===== src/rtl/slice_dispatch_if.sv =====
// Bundles the upstream token-queue head and the downstream slice stream of
// slice_dispatch. The dispatcher takes the master view (it pops the queue and
// presents slices); the surrounding logic (queue + parser) takes the slave view.
interface slice_dispatch_if;
  // Upstream queue head, show-ahead
  logic [143:0] q_data_in;
  logic [15:0]  q_position_in;
  logic [16:0]  q_address_in;
  logic [2:0]   q_garbage_in;
  logic         q_lit_flag_in;
  logic         q_valid_in;
  logic         q_rdreq;

  // Slice presented to the parser, valid/ready handshake
  logic [143:0] s_data;
  logic [15:0]  s_position;
  logic [16:0]  s_address;
  logic         s_lit_flag;
  logic         s_last;
  logic         s_valid;
  logic         s_ready;

  modport master (
    input  q_data_in, q_position_in, q_address_in, q_garbage_in, q_lit_flag_in,
    input  q_valid_in, s_ready,
    output q_rdreq,
    output s_data, s_position, s_address, s_lit_flag, s_last, s_valid
  );

  modport slave (
    output q_data_in, q_position_in, q_address_in, q_garbage_in, q_lit_flag_in,
    output q_valid_in, s_ready,
    input  q_rdreq,
    input  s_data, s_position, s_address, s_lit_flag, s_last, s_valid
  );
endinterface


===== src/rtl/slice_dispatch.sv =====
// Slice dispatcher: pops token slices from a show-ahead queue once a file is
// armed by start, buffers them in a 2-entry FIFO, masks garbage position bits,
// flags the final slice, and checks that slice addresses advance by ADDR_STEP.
module slice_dispatch #(
  parameter int unsigned ADDR_STEP = 16
) (
  input  logic              clk,
  input  logic              rst,
  input  logic              start,
  slice_dispatch_if.master  bus,
  output logic              done,
  output logic              addr_err
);

  typedef enum logic [1:0] {IDLE, RUN, DRAIN} state_t;

  typedef struct packed {
    logic [143:0] data;
    logic [15:0]  position;
    logic [16:0]  address;
    logic         lit_flag;
    logic         last;
  } entry_t;

  localparam logic [16:0] STEP = 17'(ADDR_STEP);

  state_t      state;
  entry_t      mem [2];
  entry_t      head;
  entry_t      new_entry;
  logic        wr_ptr;
  logic        rd_ptr;
  logic [1:0]  count;
  logic [16:0] exp_addr;
  logic        first_pop;
  logic        push;
  logic        pop;

  // A slice leaves the FIFO whenever the head is valid and the parser accepts it.
  assign pop  = (count != 2'd0) & bus.s_ready;
  // Pop the queue only while running; a full FIFO may accept only when it drains this cycle.
  assign push = (state == RUN) & bus.q_valid_in &
                ((count < 2'd2) | ((count == 2'd2) & pop));

  assign bus.q_rdreq = push;

  // Outputs come straight from the FIFO head register.
  assign head           = mem[rd_ptr];
  assign bus.s_valid    = (count != 2'd0);
  assign bus.s_data     = head.data;
  assign bus.s_position = head.position;
  assign bus.s_address  = head.address;
  assign bus.s_lit_flag = head.lit_flag;
  assign bus.s_last     = head.last;

  // Build the entry to store: clear the top g position bits, mark the final slice.
  // NOTE: every field is assigned on every pass, so no latch can be inferred.
  always_comb begin
    new_entry.data     = bus.q_data_in;
    new_entry.position = bus.q_position_in & (16'hFFFF >> bus.q_garbage_in);
    new_entry.address  = bus.q_address_in;
    new_entry.lit_flag = bus.q_lit_flag_in;
    new_entry.last     = (bus.q_garbage_in != 3'd0);
  end

  // Two-entry FIFO storage, pointers and occupancy.
  // NOTE: the storage is reset too, so the s_* outputs read 0 while rst is held;
  // with only two entries that costs little and keeps the outputs defined.
  always_ff @(posedge clk or posedge rst) begin
    if (rst) begin
      mem[0] <= '0;
      mem[1] <= '0;
      wr_ptr <= 1'b0;
      rd_ptr <= 1'b0;
      count  <= 2'd0;
    end else begin
      // NOTE: non-blocking assignments here so every register samples pre-edge values.
      if (push) begin
        mem[wr_ptr] <= new_entry;
        wr_ptr      <= ~wr_ptr;
      end
      if (pop) begin
        rd_ptr <= ~rd_ptr;
      end
      count <= count + 2'(push) - 2'(pop);
    end
  end

  // Control FSM: arm on start, stop popping after the final slice, pulse done when it leaves.
  always_ff @(posedge clk or posedge rst) begin
    if (rst) begin
      state <= IDLE;
      done  <= 1'b0;
    end else begin
      done <= 1'b0;
      case (state)
        IDLE:    if (start) state <= RUN;
        RUN:     if (push && new_entry.last) state <= DRAIN;
        DRAIN: begin
          if (pop && head.last) begin
            state <= IDLE;
            done  <= 1'b1;
          end
        end
        default: state <= IDLE;
      endcase
    end
  end

  // Address sequence checker: the first pop seeds the expectation, later pops compare and advance.
  always_ff @(posedge clk or posedge rst) begin
    if (rst) begin
      exp_addr  <= 17'd0;
      first_pop <= 1'b0;
      addr_err  <= 1'b0;
    end else if ((state == IDLE) && start) begin
      first_pop <= 1'b1;
      addr_err  <= 1'b0;
    end else if (push) begin
      if (first_pop) begin
        exp_addr  <= bus.q_address_in + STEP;
        first_pop <= 1'b0;
      end else begin
        if (bus.q_address_in != exp_addr) begin
          addr_err <= 1'b1;
        end
        exp_addr <= exp_addr + STEP;
      end
    end
  end

endmodule


===== src/flat_wrapper.sv =====
// flat-port wrapper written by rule: the top's interface ports become plain ports
module slice_dispatch_flat 
#(
  parameter int unsigned ADDR_STEP = 16
)
  (clk, rst, start, done, addr_err, bus_q_data_in, bus_q_position_in, bus_q_address_in, bus_q_garbage_in, bus_q_lit_flag_in, bus_q_valid_in, bus_s_ready, bus_q_rdreq, bus_s_data, bus_s_position, bus_s_address, bus_s_lit_flag, bus_s_last, bus_s_valid);
  slice_dispatch_if bus_i ();
  input  logic clk;
  input  logic rst;
  input  logic start;
  output logic done;
  output logic addr_err;
  input wire logic [$bits(bus_i.q_data_in)-1:0] bus_q_data_in;
  input wire logic [$bits(bus_i.q_position_in)-1:0] bus_q_position_in;
  input wire logic [$bits(bus_i.q_address_in)-1:0] bus_q_address_in;
  input wire logic [$bits(bus_i.q_garbage_in)-1:0] bus_q_garbage_in;
  input wire logic [$bits(bus_i.q_lit_flag_in)-1:0] bus_q_lit_flag_in;
  input wire logic [$bits(bus_i.q_valid_in)-1:0] bus_q_valid_in;
  input wire logic [$bits(bus_i.s_ready)-1:0] bus_s_ready;
  output wire logic [$bits(bus_i.q_rdreq)-1:0] bus_q_rdreq;
  output wire logic [$bits(bus_i.s_data)-1:0] bus_s_data;
  output wire logic [$bits(bus_i.s_position)-1:0] bus_s_position;
  output wire logic [$bits(bus_i.s_address)-1:0] bus_s_address;
  output wire logic [$bits(bus_i.s_lit_flag)-1:0] bus_s_lit_flag;
  output wire logic [$bits(bus_i.s_last)-1:0] bus_s_last;
  output wire logic [$bits(bus_i.s_valid)-1:0] bus_s_valid;
  assign bus_i.q_data_in = bus_q_data_in;
  assign bus_i.q_position_in = bus_q_position_in;
  assign bus_i.q_address_in = bus_q_address_in;
  assign bus_i.q_garbage_in = bus_q_garbage_in;
  assign bus_i.q_lit_flag_in = bus_q_lit_flag_in;
  assign bus_i.q_valid_in = bus_q_valid_in;
  assign bus_i.s_ready = bus_s_ready;
  assign bus_q_rdreq = bus_i.q_rdreq;
  assign bus_s_data = bus_i.s_data;
  assign bus_s_position = bus_i.s_position;
  assign bus_s_address = bus_i.s_address;
  assign bus_s_lit_flag = bus_i.s_lit_flag;
  assign bus_s_last = bus_i.s_last;
  assign bus_s_valid = bus_i.s_valid;
  slice_dispatch #(.ADDR_STEP(ADDR_STEP)) u_core (.clk(clk), .rst(rst), .start(start), .bus(bus_i), .done(done), .addr_err(addr_err));
endmodule

===== config.mk =====
export PLATFORM = sky130hd
export DESIGN_NAME = slice_dispatch_flat
export DESIGN_NICKNAME = d
export VERILOG_FILES = /design/src/rtl/slice_dispatch_if.sv /design/src/rtl/slice_dispatch.sv /design/src/flat_wrapper.sv
export SDC_FILE = /design/constraint.sdc
export NUM_CORES = 1
export LEC_CHECK = 0
export ABC_AREA = 1
export CORE_MARGIN = 4
export CORE_UTILIZATION = 50
export CTS_CLUSTER_SIZE = 40
export DETAILED_ROUTE_END_ITERATION = 16
export MAX_ROUTING_LAYER = met4
export PLACE_DENSITY = 0.86
export SLEW_MARGIN = 20
export SYNTH_ARGS = -nofsm -noshare
export SYNTH_HDL_FRONTEND = slang
export SYNTH_SLANG_ARGS = --single-unit

===== constraint.sdc =====
create_clock -name clk -period 13.14 [get_ports clk]
set_input_delay 1.314 -clock clk [delete_from_list [all_inputs] [get_ports clk]]
set_output_delay 1.314 -clock clk [all_outputs]
set_load 0.01 [all_outputs]

======== After elaboration in Yosys (flattened, before gate mapping) ========
Cells that the tools add are included.
storage, ports and cells
  memories kept ........................... 0
  register bits ........................... 384
  output and inout port bits .............. 183
  bits in latches ......................... 0
  memory bits (read-only) ................. 0
  logic and storage cells ................. 77
  bits of input ports ..................... 186
  bits in writable memories ............... 0
operators by class
  multiply operators ...................... 0
  $add $sub $neg .......................... 4
  reductions and logical operators ........ 12
  order comparisons ....................... 4
  bitwise operators ....................... 11
  shift operators ......................... 1
  mux-type cells .......................... 19
  equal/unequal tests ..................... 8
  div/mod/pow operators ................... 0
operators with widths
  operator               count
  $mux 179               4
  $bwmux 358             1
  $demux 179 s1          1
  $add 17x5->17 const B  2
  $mux 17                1
  $ne 17x17->1           1
  $and 16x16->16         1
  $shr 16x3->16 const A  1
  $mux 1                 8
  $mux 2                 3
  $ne 2x2->1 const B     3
  $pmux 2 s3             1
  $reduce_and 3->1       2
  $reduce_bool 2->1      3
  $and 1x1->1            4
  $eq 2x2->1 const B     2
  $ge 2x2->1 const B     2
  $logic_and 1x1->1      4
  $not 1->2              2
  $not 1->1              3
  $reduce_bool 3->1      1
  $add 2x1->2            1
  $eq 2x1->1 const B     1
  $logic_not 2->1        1
  6 further kinds        6

======== Depth between registers and ports, before layout ========
Gate-level depths: netlist (run 1).
  word-level depth ........................ 8
  gate-level depth with buffers ........... 12
  mapped depth without buffers ............ 10

======== Worst setup path before layout (run 1) ========
No wires, ideal clock.
  path kind ............................... input port to output port
  from .................................... input bus_s_ready
  to ...................................... output bus_q_rdreq
  path slack .............................. 9.847 ns
  stages .................................. 5
  path buffers ............................ 1
  arrival ................................. 1.979 ns
  data required time ...................... 11.826 ns
  cell sequence ........................... nand2_1 -> o21ai_2 -> nand3_4 -> inv_1 -> buf_2
between the ends
  longest elaborated chain between the ends .. 4
ends and longest elaborated chain
  element             line                  text
  start: declaration  flat_wrapper.sv:19    input wire logic [$bits(bus_i.s_ready)-1:0] bus_s_ready;
  $and 1x1->1         slice_dispatch.sv:40  assign pop = (count != 2'd0) & bus.s_ready;
  $and 1x1->1         slice_dispatch.sv:43  ((count < 2'd2) | ((count == 2'd2) & pop));
  $or 1x1->1          slice_dispatch.sv:43
  $and 1x1->1         slice_dispatch.sv:42  assign push = (state == RUN) & bus.q_valid_in &
  end: declaration    flat_wrapper.sv:20    output wire logic [$bits(bus_i.q_rdreq)-1:0] bus_q_rdreq;
No other way between the ends.

======== Final worst setup path (run 1) ========
Ends and elaborated chain as after synthesis.

==> flow_summary.toml, run 1 <==
[yosys]
netlist_area_sq_um = 17480
synthCells = 2197
synth_area_leaders = "dfrtp_1 (55%), nand2_1 (17%), o21ai_0 (12%)"
synth-seq-area-share = 0.5497
synth_top_area_share = 0.5497
syn_area_per_cell_sq_um = 7.957
ys_types = 27
yosysTopAreaCell = "dfrtp_1"
syn-num-nets = 2386
synth-seq-cells = 384
synth_warnings = 0

[timing]
slew_headroom = 0.2523
maxClockFrequency_mhz = 179.9
setup-violations-final = 0
period_minus_slack_ns = 5.559
rsz0062_at_grt = "false"
skew_ns = 0.01259
setup-tns-final_ns = 0
fin_crit_sh = 0.4231
hold_violations = 0
drv_slew = 0
tightest_slew_ns = 1.122
hold_slack_ns = 0.4873

[cts]
cts_resized = 0
clk_pin_slew_worst_paths_ns = 0.06
cts_made_buffers = 42
holdBufCountCts = 0
clock_sinks = 384
cts_max_path_buffers = 3
cts_tree = "done"
cts_setup_buffers = 0
h-tree-depth = 2
clk_latency_ns = 0.54
clockRootBuffer = "clkbuf_16"

[layout]
fin_nets = 2669
area_growth_pct = 29.48
drive_gt1_frac = 0.03428

[detailed_routing]
routed_via_density = 5.305
avgRoutedWirePerCell_um = 16.20
drc_errors = 0
antenna_left = 0
drt-initial-drc-count = 1223
drtPass1Iterations = 5
wirelength_um = 48070
dr_total_vias = 15750

[critical_path]
crit_path_top_delay_cell = "inv_1"
cp_top_family = "buffers and inverters"
rrSetupSlack_ns = 8.91
required_ns = 11.83
start_kind = "input pin"
critPathCaptureType = "output pin"
slowest_delay_ns = 0.80
path_buf_inv = 3
crit_fanout = 77
crit_top_cell = "clkdlybuf4s50_1"
worstPathArrival_ns = 4.25
path_cells = "clkdlybuf4s50_1 > nand2_1 > o21ai_2 > nand3_4 > inv_1 > clkdlybuf4s50_1"
critical_path_class = "input pin to output pin"

[grt]
grt_overflow_total = 0
grt_first_pass_wirelength_um = 78540
grt_usage = 0.2541
antenna_found_initial = 4
grt_pass1_vias = 15720
grt_max_degree = 248

[floorplan]
die_area_sq_um = 38020
die_y_um = 195.0
die_w_um = 195.0
placementRows = 68
start_util = 0.5060
ios = 369
core_area_sq_um = 34540

[placement]
place_congestion = 0.8332
port_buffers = 368
dp_hpwl_um = 30090

[pwr]
ir_drop_v = 0.0001997
leakagePower_nw = 10.51
cellPowerDensity_nw_per_um2 = 254.8

[hold_path]
hp-class = "register to register"

[run_status]
status = "finished clean"

[run]
maxCapViolations = 0
## synthesized netlist by cell type
library cell / instances
o31ai_1: 1
nand2_1: 807
nand4_1: 5
nand3_1: 14
clkbuf_1: 67
inv_1: 232
buf_2: 46
xnor2_1: 4
buf_1: 3
o21ai_0: 429
a31oi_1: 1
ha_1: 3
or2_2: 2
a21oi_1: 2
buf_4: 26
a21boi_0: 2
o21ai_1: 115
xor2_1: 3
o22ai_1: 4
nor2_2: 1
inv_2: 1
nor2_4: 3
dfrtp_1: 384
o21ai_2: 1
nand3_4: 1
o21a_1: 17
nor2_1: 23
## through the flow
stage | total power [mW] | std cells | setup WS (ns) | instance area [sq um] | utilization
floorplan | 3.346 | 2197 | 1.155 | 17480 | -
global placement | 4.465 | 2889 | 7.570 | 21170 | 0.6128
detailed placement | 4.575 | 2889 | 7.588 | 21170 | 0.6128
CTS | 5.793 | 2962 | 7.575 | 22560 | 0.6532
global route | 6.164 | 2968 | 7.343 | 22630 | 0.6552
finish | 5.767 | 2968 | 7.581 | 22630 | 0.6552
## where the power goes
part / switching (mW) / internal, mW / total [mW]
registers: 0.251 / 1.74 / 1.99
logic: 1.47 / 1.13 / 2.59
clock network: 0.467 / 0.719 / 1.19
## logic make-up (layout without fill, tap and decap cells)
logic type               Yosys count  count (layout)  share of synthesized area
other                              0               4                          0
AO/OA/AOI/OAI                    572             572                     0.1672
XOR/XNOR                           7               7                   0.003507
AND/OR/NAND/NOR                  856             856                     0.1880
buffers and inverters            375             687                    0.08940
adder cells (fa/ha/maj)            3               3                   0.002148
flip-flops                       384             384                     0.5497
## sequential cells by signal (all words and copies together) (netlist names)
name,flops
u_core.first_pop,1
u_core.mem,358
u_core.state,2
u_core.done,1
u_core.wr_ptr,1
u_core.addr_err,1
u_core.exp_addr,17
u_core.count,2
u_core.rd_ptr,1
## layer usage
metal	part of all wire	wire length, um	GRT usage
met1	0.40	19010	0.3234
met4	0.052	2481	0.1234
met5	0	0	-
met3	0.071	3402	0.04451
met2	0.48	23170	0.3979
## cell type report
class	instances	area (sq um)
Antenna cell	4	10.01
Clock buffer	66	1305
Clock inverter	7	92.59
Fill cell	2702	11910
Inverter	233	884.6
Multi-Input combinational cell	1438	6309
Sequential cell	384	9613
Tap cell	455	569.3
Timing Repair Buffer	381	3850
## path summary, 6_finish.rpt
| kind | start | end | cells after the start |
|---|---|---|---|
| worst max-delay path | bus_s_ready | bus_q_rdreq | 6 |
| min in group asynchronous | rst | u_core.mem[6] | 2 |
| worst min-delay path | u_core.mem[4] | u_core.mem[4] | 1 |
| worst min register to register | u_core.mem[4] | u_core.mem[4] | 1 |
| max in group asynchronous | rst | u_core.mem[342] | 4 |
| worst max register to register | u_core.count[1] | u_core.mem[251] | 9 |
## cells in the final DEF (no fill, tap or decap), types with 2 or more instances in the layout
cell | netlist | routed
buf_12 | 0 | 2
clkbuf_16 | 0 | 45
nor2_4 | 3 | 3
clkinv_4 | 0 | 2
clkdlybuf4s50_1 | 0 | 368
dfrtp_1 | 384 | 383
nand3_1 | 14 | 14
clkbuf_8 | 0 | 10
inv_1 | 232 | 231
nor2_1 | 23 | 23
xnor2_1 | 4 | 4
ha_1 | 3 | 3
o21ai_1 | 115 | 115
o21a_1 | 17 | 17
clkbuf_1 | 67 | 11
a21boi_0 | 2 | 2
o22ai_1 | 4 | 4
buf_4 | 26 | 8
buf_16 | 0 | 2
bufinv_16 | 0 | 2
or2_2 | 2 | 2
nand4_1 | 5 | 5
clkinv_2 | 0 | 3
xor2_1 | 3 | 3
nand2_1 | 807 | 807
a21oi_1 | 2 | 2
o21ai_0 | 429 | 429
diode_2 | 0 | 4
Power figures use the tool's default switching activity.
==> run 2: changes to the inputs <==
CORE_UTILIZATION = 47   (was 50)
PLACE_DENSITY = 0.84   (was 0.86)
clock period = 4.5 ns   (was 13.14 ns; I/O delays follow)
==> run 2 against run 1 <==
Effect of this change: setup slack worse by 6.4 ns; cell area about the same; worst hold slack got worse by 0.20 ns; die area is 6.1% higher; critical path depth decreased by 2; clock skew grew 0.010 ns; count of clock-buffer cells in the layout shrank 8; global-route usage shrank 1.0 points; critical path type is now register to output pin.
==> flow_summary.toml, run 2 (synthesis results as in run 1) <==
[run_status]
status = "finished clean"

[layout]
mostFrequentLayoutCells = "nand2_1 (807), o21ai_0 (429), dfrtp_1 (383)"
n_fill_cell = 2921
max_flop_register = "u_core.mem"
reg_top3 = "u_core.mem: 358 flops, u_core.exp_addr: 17 flops"
area_growth_pct = 29.53
fin_nets = 2682
antenna_cells = 0
drive_gt1_frac = 0.03889
largest_reg_flops = 358
mostFrequentLayoutCell = "nand2_1"

[cts]
cts_max_path_buffers = 3
cts_setup_buffers = 0
holdBufCountCts = 0
clock_sinks = 384
clk_latency_ns = 0.54
h-tree-depth = 2
clk_pin_slew_worst_paths_ns = 0.06
cts_made_buffers = 41
cts_tree = "done"
clockRootBuffer = "clkbuf_16"
cts_resized = 0

[timing]
period_minus_slack_ns = 3.274
setup-violations-final = 0
maxClockFrequency_mhz = 305.4
hold_violations = 0
fin_crit_sh = 0.7276
rsz0062_at_grt = "false"
setup-tns-final_ns = 0
drv_slew = 0
tightest_slew_ns = 1.177
slew_headroom = 0.2152
skew_ns = 0.02258

[detailed_routing]
drtPass1Iterations = 5
drt-initial-drc-count = 974
drc_errors = 0
routed_via_density = 5.312
dr_total_vias = 15870
antenna_left = 0
avgRoutedWirePerCell_um = 16.45
wirelength_um = 49150

[placement]
dp_hpwl_um = 31530
port_buffers = 368
place_congestion = 0.8320

[floorplan]
start_util = 0.4775
core_area_sq_um = 36610
die_area_sq_um = 40340
die_y_um = 200.9
placementRows = 70
ios = 369
die_w_um = 200.9

[pwr]
cellPowerDensity_nw_per_um2 = 738.4
leakagePower_nw = 10.53
finalPower_mw = 16.72
ir_drop_v = 0.0004659

[critical_path]
cp_top_family = "buffers and inverters"
r2r_end = "u_core.mem[272]"
slowest_delay_ns = 0.78
path_buf_inv = 2
r2r_cells = 9
path_cells = "buf_4 > nand2_1 > o21ai_0 > clkdlybuf4s50_1"
rrSetupSlack_ns = 1.87
critical_path_class = "register to output pin"
worstPathArrival_ns = 2.82
critPathCaptureType = "output pin"
required_ns = 4.05
crit_path_top_delay_cell = "dfrtp_4"
crit_fanout = 56
reg2reg_from = "u_core.count[0]"
start_kind = "register"

[grt]
grt_first_pass_wirelength_um = 79950
grt_pass1_vias = 15930
grt_overflow_total = 0
grt_usage = 0.2436
grt_max_degree = 187
antenna_found_initial = 0

[run]
maxCapViolations = 0

[hold_path]
hp-class = "input pin to asynchronous set/reset pin"
==> run 2: cell types whose count changed in the layout (fill, tap and decap cells not counted), moves of 2 or more <==
| cell | before | now |
|---|---|---|
| buf_12 | 2 | 6 |
| buf_4 | 8 | 20 |
| clkbuf_16 | 45 | 41 |
| clkbuf_8 | 10 | 7 |
| clkinv_2 | 3 | 9 |
| clkinv_4 | 2 | 0 |
| diode_2 | 4 | 0 |
==> run 2: layer usage <==
layer  vias to the layer above  share of wire  track usage
met5                         -              0            -
met4                         0          0.049       0.1116
met3                       149          0.069      0.04039
met2                       674           0.49       0.3945
met1                      7559           0.39       0.3029
li1                       7490              -            -
==> run 2: area by class of cell <==
cell class                 count  area [sq um]  area share
sequential                   384          9613      0.4245
multi-input combinational   1438          6309      0.2786
timing repair buffer         395          3981      0.1758
clock buffer                  58          1160     0.05122
inverter                     233         880.8     0.03890
tap                          468         585.6     0.02586
clock inverter                12         113.9    0.005028
==> run 2: worst max path at each step <==
stage | slack [ns] | to | depth (start not counted) | startpoint
after floorplan | -1.11 | u_core.addr_err | 1 | rst
after global placement | 1.50 | bus_q_rdreq | 7 | bus_s_ready
after detailed placement | 1.49 | bus_q_rdreq | 7 | bus_s_ready
after CTS | 1.21 | bus_s_data[79] | 4 | u_core.rd_ptr
after global routing | 1.06 | bus_q_rdreq | 8 | u_core.count[0]
final | 1.23 | bus_s_data[79] | 4 | u_core.rd_ptr
==> run 2: through the flow <==
| step | instance area (sq um) | setup WS (ns) | hold WS, ns | util | cells |
|---|---|---|---|---|---|
| floorplan | 17480 | -1.112 | 0.4623 | - | 2197 |
| global placement | 21320 | 1.502 | 0.4732 | 0.5824 | 2916 |
| detailed placement | 21320 | 1.485 | 0.4800 | 0.5824 | 2916 |
| CTS | 22600 | 1.210 | 0.4594 | 0.6172 | 2986 |
| global route | 22640 | 1.060 | 0.3089 | 0.6185 | 2988 |
| finish | 22640 | 1.226 | 0.2853 | 0.6185 | 2988 |
==> run 2: where the power goes <==
part           leakage [nW]  switching [mW]  internal [mW]
sequential             4.75           0.741           5.07
combinational          5.15            4.32           3.34
clock                 0.635            1.35           1.90
